==> src/rtl/envia_senal_pkg.sv <==
// Shared definitions for the envia_senal serial transmitter.
package envia_senal_pkg;

    typedef enum logic [1:0] {
        IDLE  = 2'd0,
        START = 2'd1,
        DATA  = 2'd2,
        STOP  = 2'd3
    } tx_state_t;

    localparam int unsigned FRAME_BITS     = 10;
    localparam int unsigned DATA_BITS      = 8;
    localparam int unsigned DEF_BIT_CLKS   = 434;
    localparam int unsigned DEF_FIFO_DEPTH = 4;

endpackage

==> src/rtl/tx_fifo.sv <==
// Byte queue ahead of the shifter; flags come from the registered occupancy.
module tx_fifo
    import envia_senal_pkg::*;
#(
    parameter int unsigned WIDTH = DATA_BITS,
    parameter int unsigned DEPTH = DEF_FIFO_DEPTH
) (
    input  logic             clk,
    input  logic             rst_n,
    input  logic             push,
    input  logic             pop,
    input  logic [WIDTH-1:0] din,
    output logic [WIDTH-1:0] dout,
    output logic             full,
    output logic             empty
);

    localparam int unsigned AW = (DEPTH > 1) ? $clog2(DEPTH) : 1;

    logic [WIDTH-1:0] mem [DEPTH];
    logic [AW-1:0]    wr_ptr;
    logic [AW-1:0]    rd_ptr;
    logic [AW:0]      count;
    logic             do_push;
    logic             do_pop;

    assign full    = (count == (AW + 1)'(DEPTH));
    assign empty   = (count == '0);
    assign do_push = push && !full;
    assign do_pop  = pop && !empty;
    assign dout    = mem[rd_ptr];

    // Pointers wrap naturally at the power-of-two depth; occupancy tracks push/pop.
    always_ff @(posedge clk or negedge rst_n) begin
        if (!rst_n) begin
            wr_ptr <= '0;
            rd_ptr <= '0;
            count  <= '0;
        end else begin
            if (do_push) wr_ptr <= wr_ptr + 1'b1;
            if (do_pop)  rd_ptr <= rd_ptr + 1'b1;
            case ({do_push, do_pop})
                2'b10:   count <= count + 1'b1;
                2'b01:   count <= count - 1'b1;
                default: count <= count;
            endcase
        end
    end

    // Storage needs no reset; the occupancy counter defines what is valid.
    always_ff @(posedge clk) begin
        if (do_push) mem[wr_ptr] <= din;
    end

endmodule

==> src/rtl/envia_senal.sv <==
// 8N1 serial transmitter with a small input FIFO and sticky overflow flag.
module envia_senal
    import envia_senal_pkg::*;
#(
    parameter int unsigned BIT_CLKS   = DEF_BIT_CLKS,
    parameter int unsigned FIFO_DEPTH = DEF_FIFO_DEPTH
) (
    input  logic       clk,
    input  logic       rst_n,
    input  logic       TxD_start,
    input  logic [7:0] TxD_data,
    output logic       TxD,
    output logic       TxD_busy,
    output logic       TxD_full,
    output logic       TxD_overflow
);

    localparam int unsigned TW = (BIT_CLKS > 1) ? $clog2(BIT_CLKS) : 1;
    localparam logic [TW-1:0] TMAX = TW'(BIT_CLKS - 1);

    tx_state_t            state, state_nx;
    logic [TW-1:0]        timer, timer_nx;
    logic [2:0]           bit_idx, bit_idx_nx;
    logic [DATA_BITS-1:0] shreg, shreg_nx;
    logic                 txd_q, txd_nx;
    logic                 ovf_q;
    logic                 bit_end;
    logic                 fifo_pop;
    logic                 fifo_full;
    logic                 fifo_empty;
    logic [7:0]           fifo_dout;

    tx_fifo #(
        .WIDTH (DATA_BITS),
        .DEPTH (FIFO_DEPTH)
    ) u_fifo (
        .clk   (clk),
        .rst_n (rst_n),
        .push  (TxD_start),
        .pop   (fifo_pop),
        .din   (TxD_data),
        .dout  (fifo_dout),
        .full  (fifo_full),
        .empty (fifo_empty)
    );

    assign bit_end      = (timer == TMAX);
    assign TxD          = txd_q;
    assign TxD_busy     = (state != IDLE) || !fifo_empty;
    assign TxD_full     = fifo_full;
    assign TxD_overflow = ovf_q;

    // Next-state logic; the line level is computed from the current state and
    // registered, so TxD trails the state by one cycle uniformly for every bit.
    always_comb begin
        state_nx   = state;
        timer_nx   = timer;
        bit_idx_nx = bit_idx;
        shreg_nx   = shreg;
        fifo_pop   = 1'b0;
        txd_nx     = 1'b1;
        if (state != IDLE) timer_nx = bit_end ? '0 : timer + 1'b1;
        case (state)
            IDLE: begin
                timer_nx = '0;
                if (!fifo_empty) begin
                    fifo_pop = 1'b1;
                    shreg_nx = fifo_dout;
                    state_nx = START;
                end
            end
            START: begin
                txd_nx = 1'b0;
                if (bit_end) begin
                    bit_idx_nx = '0;
                    state_nx   = DATA;
                end
            end
            DATA: begin
                txd_nx = shreg[bit_idx];
                if (bit_end) begin
                    bit_idx_nx = bit_idx + 1'b1;
                    if (bit_idx == 3'(DATA_BITS - 1)) state_nx = STOP;
                end
            end
            STOP: begin
                txd_nx = 1'b1;
                if (bit_end) begin
                    if (!fifo_empty) begin
                        fifo_pop = 1'b1;
                        shreg_nx = fifo_dout;
                        state_nx = START;
                    end else begin
                        state_nx = IDLE;
                    end
                end
            end
            default: state_nx = IDLE;
        endcase
    end

    // State, bit timer, shift data and registered line output.
    always_ff @(posedge clk or negedge rst_n) begin
        if (!rst_n) begin
            state   <= IDLE;
            timer   <= '0;
            bit_idx <= '0;
            shreg   <= '0;
            txd_q   <= 1'b1;
        end else begin
            state   <= state_nx;
            timer   <= timer_nx;
            bit_idx <= bit_idx_nx;
            shreg   <= shreg_nx;
            txd_q   <= txd_nx;
        end
    end

    // Sticky overflow: any write attempted while the queue is full.
    always_ff @(posedge clk or negedge rst_n) begin
        if (!rst_n)                      ovf_q <= 1'b0;
        else if (TxD_start && fifo_full) ovf_q <= 1'b1;
    end

endmodule

==> config.mk <==
export PLATFORM = sky130hd
export DESIGN_NAME = envia_senal
export DESIGN_NICKNAME = d
export VERILOG_FILES = /design/src/rtl/envia_senal_pkg.sv /design/src/rtl/tx_fifo.sv /design/src/rtl/envia_senal.sv
export SDC_FILE = /design/constraint.sdc
export NUM_CORES = 1
export LEC_CHECK = 0
export CORE_MARGIN = 4
export CORE_UTILIZATION = 45
export CTS_BUF_LIST = sky130_fd_sc_hd__clkbuf_16
export DETAILED_ROUTE_END_ITERATION = 6
export PLACE_DENSITY = 0.66
export SYNTH_ARGS = -nofsm -noshare
export SYNTH_HDL_FRONTEND = slang
export SYNTH_SLANG_ARGS = --single-unit
==> constraint.sdc <==
create_clock -name clk -period 3.1 [get_ports clk]
set_clock_uncertainty 0.05 [all_clocks]
set_input_delay 0.775 -clock clk [delete_from_list [all_inputs] [get_ports clk]]
set_output_delay 0.775 -clock clk [all_outputs]
set_load 0.03 [all_outputs]
==> flow_summary.json, run 1 <==
{
  "status": "completed",
  "timing.slew.headroom": 0.601,
  "path_clk_slew_ns": 0.05,
  "cts-root-buf": "clkbuf_16",
  "p_leak_uw": 0.00138,
  "dpl.hpwl_um": 3510,
  "wl_um": 4880,
  "grt_pass1_vias": 1663,
  "reg2reg_to": "u_fifo.count[2]",
  "use_met1": 0.164,
  "post-route-period-util": 0.876,
  "syn_area_um2": 2860,
  "syn_to_final_growth_pct": 18.3,
  "routed_wire_length_per_instance_um": 16.8,
  "cp.required_ns": 2.27,
  "path_class": "flip-flop to output pin",
  "power_density_nw_per_um2": 1020,
  "setup_tns_ns": 0,
  "synth_cells": 189,
  "grt_pass1_wl_um": 8090,
  "fp.dieH_um": 87.7,
  "drc": 0,
  "ant_nets": 0,
  "hold_ws_ns": 0.419,
  "hp-class": "flip-flop to flip-flop",
  "critPathArrivalTime_ns": 1.89,
  "synth_top_cell_by_area": "edfxtp_1",
  "drive_gt1_frac": 0.194,
  "vias_per_cell": 5.41,
  "initial_core_util": 0.474,
  "port_buffers": 14,
  "tightest_slew_ns": 0.599,
  "cp-end-kind": "output pin",
  "peakVddDrop_v": 0.000542,
  "grtUsageMet2": 0.241,
  "reg2reg_slack_ns": 0.55,
  "overflow": 0,
  "cts_buffers": 9,
  "final-hold-violation-count": 0,
  "synth_top_area_frac": 0.336,
  "crit_start": "state[0]",
  "grt_usage": 0.144,
  "r2r_cells": 11,
  "io_pins": 15,
  "rsz0062_at_grt": "false",
  "first_iter_violations": 91,
  "diodes": 0,
  "rr_startpoint": "timer[1]",
  "core_area_um2": 6030,
  "antenna_found_initial": 0,
  "grt-busiest-layer": "met2",
  "nets": 237,
  "cp_max_fo": 4,
  "synth_seq_area_share": 0.608,
  "synth_cell_types": 38,
  "syn-num-nets": 215,
  "die_width_um": 87.7,
  "cts_max_path_buffers": 2,
  "post-route-util": 0.561,
  "fmax_mhz": 368,
  "fp-row-count": 28,
  "clk_latency_ns": 0.32,
  "critPathLaunchType": "flip-flop",
  "crit_end": "TxD_busy",
  "whs_path_depth": 1,
  "synth-seq-cells": 63,
  "dieArea_um2": 7690,
  "slew_viol_final": 0,
  "cts_num_sinks": 63,
  "use_met3": 0.0461,
  "cts_max_level": 3,
  "gp_congestion": 0.713,
  "synth_warnings": 0,
  "tritoncts": "built",
  "first_pass_iters": 4,
  "drv_cap": 0,
  "syn_avg_cell_area_um2": 15.1,
  "setup_viol": 0,
  "min_period_ns": 2.72,
  "grt_max_degree": 32,
  "placed_cells_incl_taps": 275,
  "vias": 1575,
  "stdcell_count": 291,
  "cts_setup_buffers": 0,
  "synth_area_leaders": "edfxtp_1, dfrtp_1, mux4_2, ha_1, mux2_4"
}
cell usage in the layout, fill, tap and decap left out, types with 2 or more instances in the layout:
master           Yosys  layout
buf_4                0       2
mux2_4               8       8
o21ai_0              6       6
xnor2_1              6       6
nand2_1              7       7
clkdlybuf4s50_1      0      13
nand3_1              5       5
dfrtp_1             30      30
mux2i_1              3       3
xor2_1               7       7
nor2b_1              4       4
clkinvlp_4           0       4
inv_1               10      10
clkbuf_16            0       9
and2_1               4       4
a21o_1               2       2
ha_1                14      14
mux2_2               2       2
nor2_1              11      11
edfxtp_1            32      32
mux4_2              10      10
nor3_1               7       7
registers in the layout (all words and copies together), names as in the netlist:
signal,cells
u_fifo.count,3
bit_idx,3
TxD,1
shreg,8
u_fifo.wr_ptr,2
u_fifo.rd_ptr,2
timer,9
state,2
u_fifo.mem,32
TxD_overflow,1
routing by layer:
| metal | part of all wire | up-vias |
|---|---|---|
| met5 | 0 | - |
| met4 | 0.022 | 0 |
| met3 | 0.035 | 13 |
| met2 | 0.52 | 24 |
| met1 | 0.42 | 807 |
| li1 | - | 731 |
metrics by stage:
stage	setup slack (ns)	total power, uW	instance area (um2)
floorplan	0.779	2220	2860
global placement	0.471	2400	3080
detailed placement	0.376	2490	3080
CTS	0.0268	3480	3380
global route	0.294	3640	3380
finish	0.383	3440	3380
worst max-delay path: stages, from the launching register on:
cell and delay, ns:
dfrtp_1 0.42, inv_1 0.15, ha_1 0.24, or4b_1 0.49, dlymetal6s2s_1 0.27
cells in the mapped netlist (all sizes together):
master and n:
edfxtp 32, dfrtp 30, ha 14, nor2 11, inv 10, mux2 10
mux4 10, nand2 8, nor3 7, xor2 7, o21ai 6, xnor2 6
nand3 5, and2 4, nor2b 4, clkbuf 3, mux2i 3, a21o 2
buf 2, a211o 1, a21oi 1, a2bb2oi 1, a31oi 1, and3 1
and4 1, and4b 1, and4bb 1, dfstp 1, fa 1, nand4 1
nor4b 1, or2b 1, or3 1, or4b 1
worst min-delay path by stage:
stage	start	end	slack (ns)
floorplan	u_fifo.count[2]	u_fifo.count[2]	0.42
global placement	TxD_overflow	TxD_overflow	0.39
detailed placement	TxD_overflow	TxD_overflow	0.41
CTS	TxD_overflow	TxD_overflow	0.42
global route	TxD_overflow	TxD_overflow	0.44
finish	TxD_overflow	TxD_overflow	0.42
timing repair:
item	4_1_cts	5_1_grt
hold endpoints to repair	0	0
gates resized for setup	0	1
setup endpoints to repair	0	1
hold buffers	0	0
power by group:
part	internal, uW	switching (uW)
logic	602	515
clock network	620	359
registers	1140	197
cells by family (layout without fill, tap and decap cells):
kind of cell | after synthesis | in the layout | share of synthesized area
adders and majority gates | 15 | 15 | 0.0683
buffers and inverters | 15 | 42 | 0.0228
muxes | 23 | 23 | 0.139
AOI/OAI and AO/OA | 12 | 12 | 0.0258
and+or+nand+nor | 48 | 48 | 0.0955
DFF | 63 | 63 | 0.608
xor gates and xnor gates | 13 | 13 | 0.0399
final cells by class:
class                           count  area [um2]
Fill cell                         500        2650
Clock inverter                      7        73.8
Tap cell                           75        93.8
Multi-Input combinational cell    111        1050
Timing Repair Buffer               16         158
Inverter                           10        37.5
Clock buffer                        9         225
Sequential cell                    63        1740
Power figures use the tool's default switching activity.
==> run 2, diff against run 1 <==
--- a/config.mk
+++ b/config.mk
@@ -9,6 +9,7 @@
 export CORE_UTILIZATION = 45
 export CTS_BUF_LIST = sky130_fd_sc_hd__clkbuf_16
 export DETAILED_ROUTE_END_ITERATION = 6
+export MAX_ROUTING_LAYER = met4
 export PLACE_DENSITY = 0.66
 export SYNTH_ARGS = -nofsm -noshare
 export SYNTH_HDL_FRONTEND = slang
==> run 2 against run 1 <==
Effect of this change: design area stayed put; power about the same; sequential power about the same; core utilization unchanged; critical endpoint unchanged; largest cell class unchanged; largest power group unchanged; highest routed layer unchanged.
==> flow_summary.json, run 2 (synthesis gave the netlist of run 1 again) <==
{
  "status": "completed",
  "largest_reg_flops": 32,
  "r2r_cells": 11,
  "power_frac_clock": 0.285,
  "grt_usage": 0.148,
  "cts-root-buf": "clkbuf_16",
  "initial_core_util": 0.474,
  "path_class": "flip-flop to output pin",
  "whs_path_depth": 1,
  "p_switching_uw": 1070,
  "cts_max_level": 3,
  "grt_max_degree": 32,
  "reg2reg_slack_ns": 0.55,
  "die_width_um": 87.7,
  "hold-path-endpoint": "TxD_overflow",
  "core_area_um2": 6030,
  "worst-path-buf-inv": 2,
  "post-route-period-util": 0.869,
  "grt_pass1_wl_um": 8070,
  "cts_buffers": 9,
  "cts_max_path_buffers": 2,
  "p_seq_frac": 0.390,
  "setup_viol": 0,
  "intPower_uw": 2370,
  "fp.dieH_um": 87.7,
  "fp-row-count": 28,
  "reg_top3": "u_fifo.mem: 32 flops, timer: 9 flops, shreg: 8 flops",
  "cts.repair.resized": 0,
  "vias": 1590,
  "rsz0062_at_grt": "false",
  "syn_to_final_growth_pct": 18.3,
  "min_period_ns": 2.69,
  "power_frac_comb": 0.325,
  "drc": 0,
  "gp_congestion": 0.721,
  "ant_nets": 0,
  "tightest_slew_ns": 0.591,
  "hp-class": "flip-flop to flip-flop",
  "final-hold-violation-count": 0,
  "cts_num_sinks": 63,
  "hold_ws_ns": 0.418,
  "slew_viol_final": 0,
  "first_pass_iters": 4,
  "place_ws_ns": 0.376,
  "ctsHoldBuffers": 0,
  "swShare": 0.311,
  "diodes": 0,
  "first_iter_violations": 84,
  "setup_tns_ns": 0,
  "vias_per_cell": 5.46,
  "path_cells": "inv_1 > ha_1 > or4b_1 > dlymetal6s2s_1",
  "wl_um": 4870,
  "seqCellArea_um2": 1740,
  "power_density_nw_per_um2": 1020,
  "fmax_mhz": 371,
  "post-route-util": 0.561,
  "regMostFlops": "u_fifo.mem",
  "cp_slowest_cell": "or4b_1",
  "drive_gt1_frac": 0.194,
  "final_common_cell": "edfxtp_1",
  "rr_startpoint": "timer[1]",
  "p_leak_uw": 0.00138,
  "min-delay-start": "TxD_overflow",
  "multi_input_area_um2": 1050,
  "cp.required_ns": 2.27,
  "antenna_found_initial": 0,
  "cp_max_fo": 4,
  "cts_setup_buffers": 0,
  "peakVddDrop_v": 0.000540,
  "crit_family": "simple AND/OR/NAND/NOR gates",
  "tritoncts": "built",
  "clk_latency_ns": 0.33,
  "dpl.hpwl_um": 3510,
  "critPathMaxStageDelay_ns": 0.49,
  "cp-end-kind": "output pin",
  "critPathLaunchType": "flip-flop",
  "path_clk_slew_ns": 0.05,
  "port_buffers": 14,
  "drv_cap": 0,
  "timing.slew.headroom": 0.606,
  "overflow": 0,
  "io_pins": 15,
  "critPathArrivalTime_ns": 1.87,
  "reg2reg_to": "u_fifo.count[2]",
  "layout_common_cells": "edfxtp_1, dfrtp_1, ha_1",
  "nets": 237,
  "dieArea_um2": 7690,
  "n_fill_cell": 500,
  "grt_pass1_vias": 1664,
  "routed_wire_length_per_instance_um": 16.7,
  "layout_setup_ws_ns": 0.406
}
==> run 2: routing by layer <==
metal  vias to the layer above  GRT usage  part of all wire
met4                         0     0.0739             0.025
li1                        730          -                 -
met3                        13     0.0442             0.041
met5                         -          -                 0
met1                       818      0.166              0.41
met2                        29      0.240              0.52
==> run 2: worst max-delay path by stage <==
stage	end	slack [ns]	startpoint	cells past startpoint
after detailed placement	TxD_busy	0.38	state[0]	4
after CTS	TxD_busy	0.03	state[0]	4
after global routing	TxD_busy	0.30	state[0]	4
after floorplan	u_fifo.count[2]	0.78	timer[1]	11
final	TxD_busy	0.41	state[0]	4
after global placement	TxD_busy	0.47	state[0]	4
==> run 2: stage by stage <==
step | cell area (um2) | std cells | power (uW)
floorplan | 2860 | 189 | 2220
global placement | 3080 | 275 | 2400
detailed placement | 3080 | 275 | 2490
CTS | 3380 | 291 | 3480
global route | 3380 | 291 | 3640
finish | 3380 | 291 | 3440
==> run 2: cell type report <==
cell class              instances  share of cell area
clock buffers                   9              0.0666
clock inverters                 7              0.0218
inverters                      10              0.0111
multi-input cells             111               0.312
flip-flops and latches         63               0.514
well taps                      75              0.0278
repair buffers                 16              0.0466
==> run 2: power by group through the flow <==
stage,Combinational (uW),Clock (uW),Sequential (uW)
after floorplan,940,0,1280
after global placement,1060,0,1340
after detailed placement,1130,0,1360
after CTS,1130,1000,1350
after global routing,1220,1040,1380
final,1120,981,1340
